--- src/rtl/led_level_display_if.sv ---
// led_level_display_if: level input and LED outputs of the display stage.
// master drives the level; slave is the display.
interface led_level_display_if;
    logic [5:0] level_in;
    logic [5:0] led_n;
    logic       wrap_pulse;

    modport master (
        output level_in,
        input  led_n,
        input  wrap_pulse
    );

    modport slave (
        input  level_in,
        output led_n,
        output wrap_pulse
    );
endinterface

--- src/rtl/led_level_display.sv ---
// led_level_display: 6-bit level -> fractional PWM bar on active-low LEDs.
// Optional macro LED_GAMMA_EN selects a gamma duty table instead of linear.
module led_level_display #(
    parameter int PRESCALE     = 1024,
    parameter int FLASH_FRAMES = 64
) (
    input  logic               clk,
    input  logic               rstn,
    led_level_display_if.slave bus
);
    localparam int PW = (PRESCALE > 1) ? $clog2(PRESCALE) : 1;
    localparam int FW = (FLASH_FRAMES > 1) ? $clog2(FLASH_FRAMES) : 1;
    localparam logic [PW-1:0] P_LAST = PW'(PRESCALE - 1);
    localparam logic [FW-1:0] F_LAST = FW'(FLASH_FRAMES - 1);

    typedef enum logic {
        NORMAL,
        FLASH
    } state_t;

    state_t        state;
    logic [PW-1:0] presc;
    logic [2:0]    phase;
    logic [5:0]    shadow;
    logic [5:0]    prev;
    logic          prev_valid;
    logic [FW-1:0] fcnt;

    logic       tick;
    logic       frame_end;
    logic       wrap;
    logic [5:0] bar_n;

    function automatic logic [2:0] duty(input logic [2:0] x);
`ifdef LED_GAMMA_EN
        logic [2:0] d;
        unique case (x)
            3'd0:    d = 3'd0;
            3'd1:    d = 3'd1;
            3'd2:    d = 3'd1;
            3'd3:    d = 3'd2;
            3'd4:    d = 3'd3;
            3'd5:    d = 3'd4;
            3'd6:    d = 3'd6;
            default: d = 3'd7;
        endcase
        return d;
`else
        return x;
`endif
    endfunction

    assign tick      = (presc == P_LAST);
    assign frame_end = tick && (phase == 3'd7);
    assign wrap      = prev_valid &&
                       (((prev == 6'd63) && (bus.level_in == 6'd0)) ||
                        ((prev == 6'd0) && (bus.level_in == 6'd63)));

    // Bar pattern for the current shadow level and PWM phase
    always_comb begin
        logic [2:0] full;
        logic [2:0] d;
        full  = shadow[5:3];
        d     = duty(shadow[2:0]);
        bar_n = '1;
        for (int i = 0; i < 6; i++) begin
            if ((3'(i) < full) || ((3'(i) == full) && (phase < d)))
                bar_n[i] = 1'b0;
        end
    end

    // PWM timebase, frame-aligned level shadow and wrap history
    always_ff @(posedge clk or negedge rstn) begin
        if (!rstn) begin
            presc      <= '0;
            phase      <= '0;
            shadow     <= '0;
            prev       <= '0;
            prev_valid <= 1'b0;
        end else begin
            presc      <= tick ? '0 : presc + 1'b1;
            prev       <= bus.level_in;
            prev_valid <= 1'b1;
            if (tick)
                phase <= phase + 3'd1;
            if (frame_end)
                shadow <= bus.level_in;
        end
    end

    // Display mode FSM with flash timer and registered outputs
    always_ff @(posedge clk or negedge rstn) begin
        if (!rstn) begin
            state          <= NORMAL;
            fcnt           <= '0;
            bus.led_n      <= 6'b111111;
            bus.wrap_pulse <= 1'b0;
        end else begin
            bus.wrap_pulse <= wrap;
            bus.led_n      <= (state == FLASH) ? 6'b000000 : bar_n;
            unique case (state)
                NORMAL: begin
                    if (wrap) begin
                        state <= FLASH;
                        fcnt  <= '0;
                    end
                end
                FLASH: begin
                    if (wrap) begin
                        fcnt <= '0;
                    end else if (frame_end) begin
                        if (fcnt == F_LAST)
                            state <= NORMAL;
                        else
                            fcnt <= fcnt + 1'b1;
                    end
                end
                default: state <= NORMAL;
            endcase
        end
    end
endmodule

--- src/flat_wrapper.sv ---
// flat-port wrapper written by rule: the top's interface ports become plain ports
module led_level_display_flat 
#(
    parameter int PRESCALE     = 1024,
    parameter int FLASH_FRAMES = 64
)
  (clk, rstn, bus_level_in, bus_led_n, bus_wrap_pulse);
  led_level_display_if bus_i ();
  input  logic clk;
  input  logic rstn;
  input wire logic [$bits(bus_i.level_in)-1:0] bus_level_in;
  output wire logic [$bits(bus_i.led_n)-1:0] bus_led_n;
  output wire logic [$bits(bus_i.wrap_pulse)-1:0] bus_wrap_pulse;
  assign bus_i.level_in = bus_level_in;
  assign bus_led_n = bus_i.led_n;
  assign bus_wrap_pulse = bus_i.wrap_pulse;
  led_level_display #(.PRESCALE(PRESCALE), .FLASH_FRAMES(FLASH_FRAMES)) u_core (.clk(clk), .rstn(rstn), .bus(bus_i));
endmodule
--- config.mk ---
export PLATFORM = sky130hd
export DESIGN_NAME = led_level_display_flat
export DESIGN_NICKNAME = d
export VERILOG_FILES = /design/src/rtl/led_level_display_if.sv /design/src/rtl/led_level_display.sv /design/src/flat_wrapper.sv
export SDC_FILE = /design/constraint.sdc
export NUM_CORES = 1
export LEC_CHECK = 0
export ABC_AREA = 1
export CAP_MARGIN = 15
export CORE_ASPECT_RATIO = 1.25
export CORE_MARGIN = 2
export CORE_UTILIZATION = 55
export CTS_CLUSTER_SIZE = 40
export DETAILED_ROUTE_END_ITERATION = 12
export PLACE_DENSITY_LB_ADDON = 0.1
export SLEW_MARGIN = 20
export SYNTH_ARGS = -nofsm -noshare
export SYNTH_HDL_FRONTEND = slang
export SYNTH_SLANG_ARGS = --single-unit
--- constraint.sdc ---
create_clock -name clk -period 2.5 [get_ports clk]
set_input_delay 0.5 -clock clk [delete_from_list [all_inputs] [get_ports clk]]
set_output_delay 0.5 -clock clk [all_outputs]
set_load 0.03 [all_outputs]
==> reports/results.tsv, run 1 <==
stage	metric	value	unit
power_and_ir_drop	p_comb_frac	0.032	
finish	area_growth	13.2	%
sta	worst_pin_slew	0.858	ns
worst_hold_path	hold_path.class	in -> async	
floorplanning	core_area	3450	um2
clock_network	clkSlewWorstSetupHoldPaths	0.08	ns
worst_setup_path	crit_required	2.00	ns
yosys	yosysMostFrequentCell	nand2_1	
yosys	syn_area	1950	um2
finish	nets	249	
worst_setup_path	reg2reg_depth	6	
detailed_routing	ant_nets	0	
worst_setup_path	crit_family	buffers and inverters	
power_and_ir_drop	switching_share	0.219	
worst_setup_path	start_kind	flop	
yosys	synth_cell_types	28	
power_and_ir_drop	sequentialPowerShare	0.578	
clock_network	cts_hold_buffers	0	
yosys	ys.flop_type	dfrtp_1	
floorplanning	io_pins	15	
worst_setup_path	cp_num_cells	1	
sta	slew_viol_final	0	
yosys	yosysTopAreaCell	dfrtp_1	
sta	rsz0062_at_grt	no	
yosys	synth-seq-cells	40	
detailed_routing	wl_per_cell	12.5	um
yosys	synth_top_cells_by_count	51 x nand2_1, 34 x dfrtp_1, 30 x inv_1	
sta	finalClockSkew	0.00536	ns
placed_design	dp_hpwl	2.60	mm
clock_network	clkLatencyLatePin	0.29	ns
detailed_routing	vias	1405	
global_route	grt_max_degree	41	
yosys	avgSynthCellArea	8.97	um2
clock_network	clock-root-buffer	clkbuf_8	
worst_setup_path	crit_buf_inv	1	
sta	finalSetupViolCount	0	
global_route	antenna_found_initial	0	
sta	maxSlewHeadroom	0.428	
placed_design	place_congestion	0.834	
sta	fmax	505	MHz
clock_network	cts_tree	built	
sta	tns	0	ns
clock_network	clockBufferDepth	2	
floorplanning	rows	24	
finish	multi_input_area	795	um2
global_route	grt_usage	0.215	
power_and_ir_drop	irDropWorstVdd	545	uV
yosys	synthCells	217	
clock_network	htree_levels	2	
detailed_routing	drt_iter0_drc	59	
floorplanning	die_y	70.5	um
placed_design	io_buffers	14	
floorplanning	die_x	57.2	um
yosys	synth_edf_count	0	
worst_setup_path	critPathMaxStageDelay	0.67	ns
global_route	first_global_vias	1510	
floorplanning	die-area	4030	um2
power_and_ir_drop	internal_power	886	uW
worst_setup_path	crit_slowest_cell	clkdlybuf4s50_1	
detailed_routing	dr.pass1.iters	4	
status	outcome	finished, final reports clean	
worst_setup_path	crit_type	reg -> out	
power_and_ir_drop	power_frac_clock	0.390	
sta	hold_viol	0	
clock_network	numCtsBuffers	5	
yosys	ys_warn_count	0	
worst_setup_path	crit_chain	clkdlybuf4s50_1	
job	max-cap-violations	0	
yosys	synth_fp_nets	231	
power_and_ir_drop	power	1130	uW
sta	post-route-period-util	0.792	
floorplanning	initial_core_util	0.564	
worst_setup_path	cp-end-kind	output pin	
worst_setup_path	worstPathArrival	1.48	ns
global_route	gr-total-overflow	0	
detailed_routing	vias_per_cell	5.11	
yosys	netlist.area_leader.share	0.437	
worst_setup_path	crit_fanout	1	
power_and_ir_drop	p_sw	248	uW
yosys	synth.top_cells.by_area	dfrtp_1 44%, nand2_1 9.8%, dfstp_2 8.1%, inv_1 5.8%, nand3_1 5.7%	
yosys	yosysSeqAreaShare	0.518	
sta	period_needed	1.98	ns
global_route	grt_pass1_wl	6.60	mm
power_and_ir_drop	leakage	0.00122	uW
finish	layout-drive-gt1-share	0.157	
yosys	async_reset_ff_frac	1.00	
clock_network	post_cts_buffers	0	
finish	register_area	1010	um2
clock_network	cts.sinks	40	
detailed_routing	drc_errors	0	
clock_network	cts_resized	0	
finish	antenna_cells	0	
power_and_ir_drop	power.density	515	nW/um2
detailed_routing	wirelength	3.43	mm
finish	fillCellCount	304	
state kept, by name, indices dropped and copies added (netlist names):
register	cells
u_core.bus.led_n	6
u_core.bus.wrap_pulse	1
u_core.fcnt	6
u_core.phase	3
u_core.presc	10
u_core.prev	6
u_core.prev_valid	1
u_core.shadow	6
u_core.state	1
cell usage in the layout, fill, tap and decap left out, types with 4 or more instances in the layout:
cell type / n
xor2_1: 4
dfrtp_1: 34
nor2_1: 20
inv_1: 30
nand3_1: 22
clkbuf_8: 6
dfstp_2: 6
o21ai_2: 6
clkdlybuf4s50_1: 13
ha_1: 6
o21ai_0: 5
a21oi_1: 6
nand2_1: 51
per-stage QoR:
step                setup WS (ns)  std cells  hold WS, ns  cell area, um2   util
floorplan                    1.17        217        0.204            1950      -
finish                      0.520        275        0.308            2200  0.638
detailed placement          0.514        267        0.440            2110  0.611
global placement            0.581        267        0.425            2110  0.611
global route                0.465        275        0.391            2200  0.638
CTS                         0.498        275        0.347            2200  0.638
logic make-up (layout without fill, tap and decap cells):
| logic type | after synthesis | after routing | synth area share |
|---|---|---|---|
| AO/OA/AOI/OAI | 17 | 17 | 0.0553 |
| XOR/XNOR | 7 | 7 | 0.0315 |
| adder cells (fa/ha/maj) | 6 | 6 | 0.0386 |
| buffers and inverters | 36 | 55 | 0.0739 |
| flip-flops | 40 | 40 | 0.518 |
| other | 1 | 1 | 0.00193 |
| AND/OR/NAND/NOR | 110 | 110 | 0.281 |
per-layer routing:
layer / wire, um / GRT usage
met4: 72 / 0.0853
met2: 1900 / 0.388
met1: 1360 / 0.238
met3: 101 / 0.0500
met5: 0 / 0
path summary, 6_finish.rpt:
kind	from	endpoint	slack, ns
max in group asynchronous	rstn	u_core.prev[3]	1.65
hold / removal	rstn	u_core.presc[3]	0.31
hold reg to reg	u_core.shadow[4]	u_core.bus.led_n[2]	0.45
setup reg to reg	u_core.phase[1]	u_core.fcnt[0]	0.85
setup / recovery	u_core.bus.led_n[3]	bus_led_n[3]	0.52
min in group clk	u_core.shadow[4]	u_core.bus.led_n[2]	0.45
power groups by stage:
stage / Clock, uW / Sequential [uW] / Combinational (uW)
after global placement: 0 / 668 / 36.7
final: 442 / 655 / 36.4
after floorplan: 0 / 667 / 10.5
after detailed placement: 0 / 668 / 38.1
after global routing: 478 / 656 / 43.0
after CTS: 457 / 655 / 38.1
area by class of cell:
class / instances / share of cell area
clock buffer: 6 / 0.0375
multi-input combinational: 141 / 0.361
clock inverter: 2 / 0.00454
timing repair buffer: 14 / 0.0613
inverter: 33 / 0.0562
tap: 39 / 0.0221
sequential: 40 / 0.458
No activity file was read; power rests on OpenSTA's default activity.
==> run 2: changes to the inputs <==
--- a/config.mk
+++ b/config.mk
@@ -9,7 +9,7 @@
 export CAP_MARGIN = 15
 export CORE_ASPECT_RATIO = 1.25
 export CORE_MARGIN = 2
-export CORE_UTILIZATION = 55
+export CORE_UTILIZATION = 52
 export CTS_CLUSTER_SIZE = 40
 export DETAILED_ROUTE_END_ITERATION = 12
 export PLACE_DENSITY_LB_ADDON = 0.1
==> constraint.sdc (replaced) <==
create_clock -name clk -period 1.8 [get_ports clk]
set_input_delay 0.36 -clock clk [delete_from_list [all_inputs] [get_ports clk]]
set_output_delay 0.36 -clock clk [all_outputs]
set_load 0.03 [all_outputs]
==> reports/results.tsv, run 2 (synthesized netlist as in run 1, its figures left out) <==
stage	metric	value	unit	change
finish	final_cell_mix	51 x nand2_1, 34 x dfrtp_1, 30 x inv_1, 22 x nand3_1, 20 x nor2_1		
clock_network	clockBufferDepth	2		unchanged
finish	nets	251		+0.80%
floorplanning	rows	24		unchanged
detailed_routing	dr.pass1.iters	8		+4
worst_setup_path	reg2reg_depth	8		+2
floorplanning	die_x	58.7	um	+2.6%
global_route	grt_use_met2	0.338		-0.0500
worst_setup_path	crit_required	1.44	ns	-0.56 ns
floorplanning	core_area	3540	um2	+2.6%
floorplanning	io_pins	15		unchanged
worst_setup_path	regToRegSetupSlack	0.27	ns	-0.58 ns
clock_network	cts_hold_buffers	0		unchanged
global_route	use_met1	0.215		-0.0236
power_and_ir_drop	switching_share	0.194		-0.0254
finish	layout_commonest_cell	nand2_1		
detailed_routing	vias_per_cell	5.12		+0.27%
placed_design	dp_slack	-0.0398	ns	-0.554 ns
clock_network	clkLatencyLatePin	0.29	ns	about the same
power_and_ir_drop	internal_power	1420	uW	+60%
global_route	antenna_found_initial	0		unchanged
global_route	grt_use_met3	0.0374		-0.0126
worst_setup_path	crit_type	reg -> out		
sta	hold_viol	0		unchanged
worst_setup_path	crit_slowest_cell	clkdlybuf4s50_1		
clock_network	cts.sinks	40		unchanged
placed_design	dp_cells	269		+0.75%
detailed_routing	drc_errors	1		+1
detailed_routing	wirelength	3.38	mm	-1.6%
global_route	gr-total-overflow	0		unchanged
job	max-cap-violations	0		unchanged
sta	slew_viol_final	0		unchanged
finish	area_growth	15.3	%	
finish	largest_reg_flops	10		unchanged
power_and_ir_drop	leakage	0.00127	uW	+4.2%
power_and_ir_drop	p_sw	340	uW	+37%
detailed_routing	ant_nets	0		unchanged
worst_setup_path	cp-end-kind	output pin		
floorplanning	initial_core_util	0.549		-0.0143
finish	regMostFlops	u_core.presc		
finish	final_area	2240	um2	+1.9%
detailed_routing	vias	1419		+1.0%
worst_setup_path	cp_num_cells	1		unchanged
status	failed_checks	DRC		
clock_network	clock-root-buffer	clkbuf_8		
power_and_ir_drop	power	1750	uW	+55%
power_and_ir_drop	power_frac_clock	0.452		+0.062
power_and_ir_drop	p_comb_frac	0.029		-0.003
worst_hold_path	hold_path.class	in -> async		
power_and_ir_drop	irDropWorstVdd	707	uV	+30%
sta	rsz0062_at_grt	no		
finish	multi_input_area	795	um2	unchanged
detailed_routing	drt_iter0_drc	68		+15%
sta	finalClockSkew	0.00874	ns	+0.00338 ns
detailed_routing	wl_per_cell	12.2	um	-2.3%
sta	finalSetupViolCount	0		unchanged
placed_design	dpl-instance-area	2130	um2	+0.71%
floorplanning	die-area	4250	um2	+5.4%
global_route	grt_busiest_layer	met2		
clock_network	cts_tree	built		
worst_setup_path	crit_buf_inv	1		unchanged
sta	post-route-period-util	0.908		
sta	worst_slack	0.165	ns	-0.355 ns
worst_setup_path	crit_path_end	bus_wrap_pulse		
global_route	grt_usage	0.187		-0.0273
placed_design	dp_hpwl	2.51	mm	-3.4%
global_route	first_global_vias	1467		-2.8%
power_and_ir_drop	sequentialPowerShare	0.519		-0.059
sta	fmax	612	MHz	
worst_setup_path	crit_family	buffers and inverters		
worst_setup_path	crit_fanout	1		unchanged
clock_network	clkSlewWorstSetupHoldPaths	0.08	ns	about the same
finish	stdcell_count	277		+0.73%
worst_setup_path	critPathMaxStageDelay	0.66	ns	about the same
worst_setup_path	crit_chain	clkdlybuf4s50_1		
finish	fillCellCount	294		-3.3%
placed_design	place_congestion	0.848		+1.6%
power_and_ir_drop	power.density	782	nW/um2	+52%
worst_setup_path	start_kind	flop		
finish	layout-drive-gt1-share	0.164		+0.00709
worst_setup_path	r2r_end	u_core.fcnt[3]		
worst_setup_path	startpoint	u_core.bus.wrap_pulse		
finish	final_core_util	0.633		-0.00457
global_route	grt_pass1_wl	6.07	mm	-8.1%
global_route	grt_max_degree	41		unchanged
floorplanning	die_y	72.4	um	+2.7%
sta	period_needed	1.63	ns	
finish	antenna_cells	0		unchanged
status	outcome	finished, violations left		
clock_network	numCtsBuffers	5		unchanged
finish	register_area	1010	um2	unchanged
worst_setup_path	r2r-start	u_core.presc[0]		
placed_design	io_buffers	14		unchanged
worst_setup_path	worstPathArrival	1.27	ns	-0.21 ns
clock_network	htree_levels	2		unchanged
-- run 2: worst min path at each step --
stage | start | end | slack (ns) | cells after the start
global placement | rstn | u_core.presc[4] | 0.44 | 2
floorplan | rstn | u_core.bus.wrap_pulse | 0.06 | 0
finish | rstn | u_core.presc[4] | 0.11 | 2
global route | rstn | u_core.presc[4] | 0.14 | 2
CTS | rstn | u_core.presc[8] | 0.13 | 2
detailed placement | rstn | u_core.presc[4] | 0.44 | 2
-- run 2: area by class of cell --
class                      instances  share of cell area
sequential                        40               0.449
timing repair buffer              16              0.0635
multi-input combinational        141               0.354
inverter                          33              0.0552
clock inverter                     1              0.0134
clock buffer                       7              0.0429
tap                               39              0.0217
-- run 2: what timing repair did --
| item | CTS | global route |
|---|---|---|
| setup endpoints to repair | 6 | 0 |
| setup buffers | 0 | 0 |
| gates resized for setup | 6 | 0 |
-- run 2: metrics by stage --
stage / hold WS [ns] / setup TNS (ns)
floorplan: 0.0644 / 0
global placement: 0.437 / 0
detailed placement: 0.438 / -0.181
CTS: 0.132 / 0
global route: 0.141 / 0
finish: 0.105 / 0
-- run 2: power by group through the flow --
stage          clock (uW)  sequential (uW)  combinational (uW)
2_1_floorplan           0              927                14.6
3_3_place_gp            0              927                52.8
3_5_place_dp            0              928                53.3
6_report              793              911                51.5
4_1_cts               809              911                53.8
5_1_grt               850              911                59.9
-- run 2: metal layers --
metal,part of all wire,wire length (um),up-vias
met1,0.41,1390,666
li1,-,-,716
met4,0.015,51,0
met3,0.036,122,7
met2,0.54,1810,30
met5,0,0,-
==> run 3: changes to the inputs <==
--- a/config.mk
+++ b/config.mk
@@ -10,6 +10,7 @@
 export CORE_ASPECT_RATIO = 1.25
 export CORE_MARGIN = 2
 export CORE_UTILIZATION = 52
+export CTS_CLUSTER_DIAMETER = 60
 export CTS_CLUSTER_SIZE = 40
 export DETAILED_ROUTE_END_ITERATION = 12
 export PLACE_DENSITY_LB_ADDON = 0.1
==> results of run 3 <==
Same layout as run 2: the final DEF is identical, and so are final timing and power.
